==> src/rtl/apb_pkg.sv <==
// rtl/apb_pkg.sv - shared constants, state encoding and priority helper for the APB decoder
package apb_pkg;

  localparam int NUM_SLAVES = 3;
  localparam int IDX_W      = 2;
  localparam int WAIT_W     = 8;

  typedef enum logic [1:0] {
    ST_IDLE   = 2'd0,
    ST_ACCESS = 2'd1,
    ST_ERR    = 2'd2
  } state_t;

  // Lowest set bit wins so overlapping regions resolve to the lowest slave index.
  function automatic logic [IDX_W-1:0] first_hit(input logic [NUM_SLAVES-1:0] hit);
    logic [IDX_W-1:0] idx;
    idx = '0;
    for (int i = NUM_SLAVES - 1; i >= 0; i--) begin
      if (hit[i]) idx = IDX_W'(i);
    end
    return idx;
  endfunction

endpackage

==> src/rtl/apb_addr_match.sv <==
// rtl/apb_addr_match.sv - base/mask region compare producing a hit vector and priority index
module apb_addr_match
  import apb_pkg::*;
#(
  parameter int ADDR_WIDTH = 32
) (
  input  logic [ADDR_WIDTH-1:0]                 paddr,
  input  logic [NUM_SLAVES-1:0][ADDR_WIDTH-1:0] bases,
  input  logic [NUM_SLAVES-1:0][ADDR_WIDTH-1:0] masks,
  output logic [NUM_SLAVES-1:0]                 hit,
  output logic [IDX_W-1:0]                      hit_idx
);

  // Compare the masked address against every region base in parallel.
  always_comb begin
    hit = '0;
    for (int i = 0; i < NUM_SLAVES; i++) begin
      hit[i] = ((paddr & masks[i]) == bases[i]);
    end
    hit_idx = first_hit(hit);
  end

endmodule

==> src/rtl/apb_decoder.sv <==
// rtl/apb_decoder.sv - one-to-three APB decoder with unmapped-error response and wait-state timeout
module apb_decoder
  import apb_pkg::*;
#(
  parameter int                    ADDR_WIDTH     = 32,
  parameter int                    DATA_WIDTH     = 32,
  parameter logic [ADDR_WIDTH-1:0] S0_BASE        = 32'h0000_0000,
  parameter logic [ADDR_WIDTH-1:0] S0_MASK        = 32'hF000_0000,
  parameter logic [ADDR_WIDTH-1:0] S1_BASE        = 32'h1000_0000,
  parameter logic [ADDR_WIDTH-1:0] S1_MASK        = 32'hF000_0000,
  parameter logic [ADDR_WIDTH-1:0] S2_BASE        = 32'h2000_0000,
  parameter logic [ADDR_WIDTH-1:0] S2_MASK        = 32'hF000_0000,
  parameter int                    TIMEOUT_CYCLES = 16
) (
  input  logic                      clk,
  input  logic                      rst_n,
  // upstream (from the single initiator)
  input  logic                      master_psel,
  input  logic                      master_penable,
  input  logic [ADDR_WIDTH-1:0]     master_paddr,
  input  logic [2:0]                master_pprot,
  input  logic                      master_pwrite,
  input  logic [DATA_WIDTH-1:0]     master_pwdata,
  input  logic [DATA_WIDTH/8-1:0]   master_pstrb,
  output logic                      master_pready,
  output logic [DATA_WIDTH-1:0]     master_prdata,
  output logic                      master_pslverr,
  // slave 0
  output logic                      slave0_psel,
  output logic                      slave0_penable,
  output logic [ADDR_WIDTH-1:0]     slave0_paddr,
  output logic [2:0]                slave0_pprot,
  output logic                      slave0_pwrite,
  output logic [DATA_WIDTH-1:0]     slave0_pwdata,
  output logic [DATA_WIDTH/8-1:0]   slave0_pstrb,
  input  logic                      slave0_pready,
  input  logic [DATA_WIDTH-1:0]     slave0_prdata,
  input  logic                      slave0_pslverr,
  // slave 1
  output logic                      slave1_psel,
  output logic                      slave1_penable,
  output logic [ADDR_WIDTH-1:0]     slave1_paddr,
  output logic [2:0]                slave1_pprot,
  output logic                      slave1_pwrite,
  output logic [DATA_WIDTH-1:0]     slave1_pwdata,
  output logic [DATA_WIDTH/8-1:0]   slave1_pstrb,
  input  logic                      slave1_pready,
  input  logic [DATA_WIDTH-1:0]     slave1_prdata,
  input  logic                      slave1_pslverr,
  // slave 2
  output logic                      slave2_psel,
  output logic                      slave2_penable,
  output logic [ADDR_WIDTH-1:0]     slave2_paddr,
  output logic [2:0]                slave2_pprot,
  output logic                      slave2_pwrite,
  output logic [DATA_WIDTH-1:0]     slave2_pwdata,
  output logic [DATA_WIDTH/8-1:0]   slave2_pstrb,
  input  logic                      slave2_pready,
  input  logic [DATA_WIDTH-1:0]     slave2_prdata,
  input  logic                      slave2_pslverr,
  // abort indication
  output logic                      timeout_o
);

  localparam int STRB_WIDTH = DATA_WIDTH / 8;
  localparam logic [WAIT_W-1:0] TIMEOUT_LIMIT = WAIT_W'(TIMEOUT_CYCLES);

  localparam logic [NUM_SLAVES-1:0][ADDR_WIDTH-1:0] BASES = {S2_BASE, S1_BASE, S0_BASE};
  localparam logic [NUM_SLAVES-1:0][ADDR_WIDTH-1:0] MASKS = {S2_MASK, S1_MASK, S0_MASK};

  state_t                                  state_q, state_d;
  logic [IDX_W-1:0]                        idx_q;
  logic [WAIT_W-1:0]                       cnt_q;

  logic [NUM_SLAVES-1:0]                   hit;
  logic                                    hit_any;
  logic [IDX_W-1:0]                        hit_idx;

  logic                                    fwd_valid;
  logic                                    fwd_en;
  logic [IDX_W-1:0]                        fwd_idx;
  logic                                    sel_pready;

  logic [NUM_SLAVES-1:0]                   s_psel, s_penable, s_pwrite;
  logic [NUM_SLAVES-1:0]                   s_pready, s_pslverr;
  logic [NUM_SLAVES-1:0][ADDR_WIDTH-1:0]   s_paddr;
  logic [NUM_SLAVES-1:0][2:0]              s_pprot;
  logic [NUM_SLAVES-1:0][DATA_WIDTH-1:0]   s_pwdata, s_prdata;
  logic [NUM_SLAVES-1:0][STRB_WIDTH-1:0]   s_pstrb;

  apb_addr_match #(
    .ADDR_WIDTH (ADDR_WIDTH)
  ) u_match (
    .paddr   (master_paddr),
    .bases   (BASES),
    .masks   (MASKS),
    .hit     (hit),
    .hit_idx (hit_idx)
  );

  assign hit_any    = |hit;
  assign s_pready   = {slave2_pready,  slave1_pready,  slave0_pready};
  assign s_pslverr  = {slave2_pslverr, slave1_pslverr, slave0_pslverr};
  assign s_prdata   = {slave2_prdata,  slave1_prdata,  slave0_prdata};
  assign sel_pready = s_pready[idx_q];

  // Next-state, target selection and upstream response; everything is forced quiet while in reset.
  always_comb begin
    state_d        = state_q;
    fwd_valid      = 1'b0;
    fwd_en         = 1'b0;
    fwd_idx        = '0;
    master_pready  = 1'b0;
    master_prdata  = '0;
    master_pslverr = 1'b0;
    timeout_o      = 1'b0;

    case (state_q)
      ST_IDLE: begin
        if (master_psel && !master_penable) begin
          fwd_valid = hit_any;
          fwd_idx   = hit_idx;
          state_d   = hit_any ? ST_ACCESS : ST_ERR;
        end
      end
      ST_ACCESS: begin
        if (!master_psel) begin
          state_d = ST_IDLE;
        end else if (cnt_q == TIMEOUT_LIMIT) begin
          master_pready  = 1'b1;
          master_pslverr = 1'b1;
          timeout_o      = 1'b1;
          state_d        = ST_IDLE;
        end else begin
          fwd_valid = 1'b1;
          fwd_idx   = idx_q;
          fwd_en    = master_penable;
          if (master_penable) begin
            master_pready  = sel_pready;
            master_prdata  = s_prdata[idx_q];
            master_pslverr = s_pslverr[idx_q];
            if (sel_pready) state_d = ST_IDLE;
          end
        end
      end
      ST_ERR: begin
        if (!master_psel) begin
          state_d = ST_IDLE;
        end else if (master_penable) begin
          master_pready  = 1'b1;
          master_pslverr = 1'b1;
          state_d        = ST_IDLE;
        end
      end
      default: state_d = ST_IDLE;
    endcase

    if (!rst_n) begin
      fwd_valid      = 1'b0;
      fwd_en         = 1'b0;
      master_pready  = 1'b0;
      master_prdata  = '0;
      master_pslverr = 1'b0;
      timeout_o      = 1'b0;
    end
  end

  // Fan the request out to the selected slave only; the others see all-zero signals.
  always_comb begin
    s_psel    = '0;
    s_penable = '0;
    s_pwrite  = '0;
    s_paddr   = '0;
    s_pprot   = '0;
    s_pwdata  = '0;
    s_pstrb   = '0;
    for (int i = 0; i < NUM_SLAVES; i++) begin
      if (fwd_valid && (fwd_idx == IDX_W'(i))) begin
        s_psel[i]    = 1'b1;
        s_penable[i] = fwd_en;
        s_pwrite[i]  = master_pwrite;
        s_paddr[i]   = master_paddr;
        s_pprot[i]   = master_pprot;
        s_pwdata[i]  = master_pwdata;
        s_pstrb[i]   = master_pstrb;
      end
    end
  end

  // State, latched target and wait counter; the counter restarts whenever the FSM heads back to IDLE.
  always_ff @(posedge clk or negedge rst_n) begin
    if (!rst_n) begin
      state_q <= ST_IDLE;
      idx_q   <= '0;
      cnt_q   <= '0;
    end else begin
      state_q <= state_d;
      if (state_q == ST_IDLE && master_psel && !master_penable) begin
        idx_q <= hit_idx;
      end
      if (state_d == ST_IDLE) begin
        cnt_q <= '0;
      end else if (state_q == ST_ACCESS && master_penable && !sel_pready) begin
        cnt_q <= cnt_q + 1'b1;
      end
    end
  end

  assign slave0_psel    = s_psel[0];
  assign slave0_penable = s_penable[0];
  assign slave0_paddr   = s_paddr[0];
  assign slave0_pprot   = s_pprot[0];
  assign slave0_pwrite  = s_pwrite[0];
  assign slave0_pwdata  = s_pwdata[0];
  assign slave0_pstrb   = s_pstrb[0];

  assign slave1_psel    = s_psel[1];
  assign slave1_penable = s_penable[1];
  assign slave1_paddr   = s_paddr[1];
  assign slave1_pprot   = s_pprot[1];
  assign slave1_pwrite  = s_pwrite[1];
  assign slave1_pwdata  = s_pwdata[1];
  assign slave1_pstrb   = s_pstrb[1];

  assign slave2_psel    = s_psel[2];
  assign slave2_penable = s_penable[2];
  assign slave2_paddr   = s_paddr[2];
  assign slave2_pprot   = s_pprot[2];
  assign slave2_pwrite  = s_pwrite[2];
  assign slave2_pwdata  = s_pwdata[2];
  assign slave2_pstrb   = s_pstrb[2];

endmodule
==> config.mk <==
export PLATFORM = sky130hd
export DESIGN_NAME = apb_decoder
export DESIGN_NICKNAME = d
export VERILOG_FILES = /design/src/rtl/apb_pkg.sv /design/src/rtl/apb_addr_match.sv /design/src/rtl/apb_decoder.sv
export SDC_FILE = /design/constraint.sdc
export NUM_CORES = 1
export LEC_CHECK = 0
export CAP_MARGIN = 30
export CORE_AREA = 4 4 169 171
export CTS_CLUSTER_DIAMETER = 150
export DETAILED_ROUTE_END_ITERATION = 7
export DIE_AREA = 0 0 173 175
export PLACE_DENSITY_LB_ADDON = 0.2
export SLEW_MARGIN = 5
export SYNTH_ARGS = -nofsm -noshare
export SYNTH_HDL_FRONTEND = slang
export SYNTH_SLANG_ARGS = --single-unit
==> constraint.sdc <==
create_clock -name clk -period 4.4 [get_ports clk]
set_input_delay 0.88 -clock clk [delete_from_list [all_inputs] [get_ports clk]]
set_output_delay 0.88 -clock clk [all_outputs]
set_load 0.005 [all_outputs]
==> flow_summary.ini <==
[grt]
grt_pass1_wl_um = 33800
grtUsageTotal_pct = 14.4
overflow = 0
antenna_found_initial = 2
grt_max_degree = 37
first_global_vias = 5082

[yosys]
synth_top_cell_area_share_pct = 41.4
synth_top_flop_cell = dfrtp_1
yosysTopAreaCell = and2_1
syn-num-nets = 681
ys_seq_elements = 12
synth_cells = 497
synth_seq_area_share_pct = 9.19
synth_area_per_cell_um2 = 6.57
synthArstFlopShare_pct = 100
synth_edf_count = 0
netlist_area_um2 = 3270
synthTopCellsByArea = and2_1 41%, mux2i_1 11%, dfrtp_1 9.2%, nor2_1 8.0%, a21oi_1 5.7%
synth_cell_types = 38
yosys_warnings = 0

[timing]
hold_viol = 0
period_needed_ps = 4260
worst_slew_margin_rel_pct = 46.7
hold_ws_ps = 562
setup_ws_ps = 137
drv_slew = 0
rsz0062_at_grt = false
worst_pin_slew_ps = 799
fin_crit_sh_pct = 96.9
max_clock_freq_ghz = 0.235
setup_viol = 0
fin_setup_tns_ps = 0
fin_skew_ps = 2.20

[drt]
wire_per_inst_um = 18.6
drtAntennaViolNets = 0
drt_iter0_markers = 133
totalWireLength_um = 23700
first_pass_iters = 4
drc_errors = 0
vias = 5010
viasPerCell = 3.92

[floorplan]
std_cell_rows = 60
core_area_um2 = 26900
die-area_um2 = 30300
start_util_pct = 12.2
io-pin-count = 435
die_h_um = 175
die_w_um = 173

[worst_hold_path]
hold_end = cnt_q[7]
whs_path_depth = 2
hp-start = cnt_q[7]
hold_path.class = register to register

[critical_path]
r2r_slack_ps = 2120
critPathCaptureType = primary output
worstPathArrival_ps = 3380
regToRegEndpoint = cnt_q[3]
start_kind = input pin
ff2ff_path_depth = 6
r2r_start = state_q[1]
worstPathRequired_ps = 3520
worstPathMaxFanout = 16
critical_path_class = input pin to primary output

[place]
gp_congestion = 0.887
dp_cells = 1267
hpwl_um = 20200
io_buffers = 434
dp_slack_ps = -98.0

[cells_and_area]
final_nets = 1122
fillers = 2914
layout-drive-gt1-share_pct = 6.62
area_growth_pct = 159
antenna_cells = 0
finalNonFillerCells = 1278

[outcome]
status = finished, final reports clean

[cts]
clock-root-buffer = clkbuf_16
cts-htree-levels = 1
ctsHoldBuffers = 0
cts_tree = yes
worstSkewPairLatency_ps = 240
cts.sinks = 12
cts_buffer_depth = 2
clkTransAtPathRegs_ps = 40
cts_made_buffers = 3

[pwr]
power_density_nw_per_um2 = 102
power_leakage_nw = 3.31
power_w = 0.000863
irDropWorstVdd_mv = 0.106

[run]
maxCapViolCount = 0
-- placed cells by master, fill, tap and decap left out, types with 3 or more instances in the layout --
cell	n
ha_1	6
a21oi_1	37
a21o_1	6
nand2b_1	3
dlymetal6s2s_1	8
nor4_2	3
nor3_1	5
clkdlybuf4s50_1	422
a211oi_1	9
dlygate4sd2_1	3
buf_4	33
clkbuf_16	3
and2_1	216
inv_1	7
nand2_1	7
xnor2_1	6
dfrtp_1	11
nor2_1	69
mux2i_1	35
buf_12	9
nor2b_1	3
nand3_1	6
-- metal layers --
metal,vias to the layer above,wire (um),track usage [%]
met5,-,17,0
met4,2,415,2.83
met1,2223,8900,15.4
met2,268,12500,28.5
met3,18,1870,3.74
li1,2499,-,-
-- report_power, final --
part	leakage (nW)	internal, W	total, W	switching [W]
Sequential	0.164	0.000120	0.000135	0.0000154
Combinational	3.10	0.000308	0.000558	0.000250
Clock	0.0382	0.000122	0.000170	0.0000482
-- repair_timing --
item | 4_1_cts | 5_1_grt
buffers inserted | 4 | 2
pin swaps | 1 | 0
endpoints found under the setup margin | 67 | 129
gates resized for setup | 6 | 12
cloned | 1 | 0
-- critical path, stage by stage --
cell and delay, ps:
clkdlybuf4s50_1 530, buf_6 140, nand2b_1 140, nor4_2 50, buf_4 150, a21o_1 190, nor3_4 240, buf_6 140
bufbuf_16 260, and2_1 120, clkdlybuf4s50_1 530
-- logic make-up (layout without fill, tap and decap cells) --
group / Yosys count / count (layout) / share of synthesized area (%)
AO/OA/AOI/OAI: 64 / 64 / 12.8
XOR/XNOR: 7 / 7 / 1.88
adder cells (fa/ha/maj): 6 / 6 / 2.30
buffers and inverters: 49 / 489 / 6.55
flip-flops: 12 / 12 / 9.19
multiplexers: 35 / 35 / 10.7
AND/OR/NAND/NOR: 324 / 324 / 56.5
-- metrics by stage --
stage	utilization, %	instance area [um2]
global route	31.5	8470
detailed placement	30.7	8250
CTS	31.3	8410
floorplan	-	3270
global placement	30.7	8250
finish	31.5	8470
-- worst max path at each step --
stage | from | end | slack (ps) | depth (start not counted)
4_1_cts | master_penable | slave1_paddr[27] | -0.9 | 10
3_3_place_gp | master_paddr[28] | slave1_penable | -150 | 7
3_5_place_dp | master_paddr[28] | slave2_pwdata[28] | -100 | 11
5_1_grt | master_paddr[29] | slave1_paddr[17] | 20 | 11
6_report | master_paddr[29] | slave2_pstrb[3] | 140 | 11
2_1_floorplan | master_penable | slave0_paddr[0] | 1040 | 8
-- cell type report --
| type | count | area, um2 | area share [%] |
|---|---|---|---|
| clock buffer | 4 | 78.8 | 0.930 |
| timing repair buffer | 478 | 4830 | 57.1 |
| inverter | 7 | 26.3 | 0.310 |
| sequential | 12 | 302 | 3.56 |
| multi-input combinational | 436 | 2810 | 33.1 |
| tap | 341 | 427 | 5.04 |
-- flip-flops by register name, indices dropped and copies added (netlist names) --
signal and cells:
cnt_q 8, idx_q 2, state_q 2
-- synthesized netlist by cell type, types with 6 or more instances --
cell type and count:
nand2_1 7, a21o_1 6, ha_1 6, dfrtp_1 12, clkbuf_2 18, clkbuf_1 15, xnor2_1 6, a21oi_1 37
a211oi_1 9, and2_1 216, mux2i_1 35, nand3_1 6, nor2_1 70, inv_1 7
Note: power is estimated with default switching activity, not from simulation.
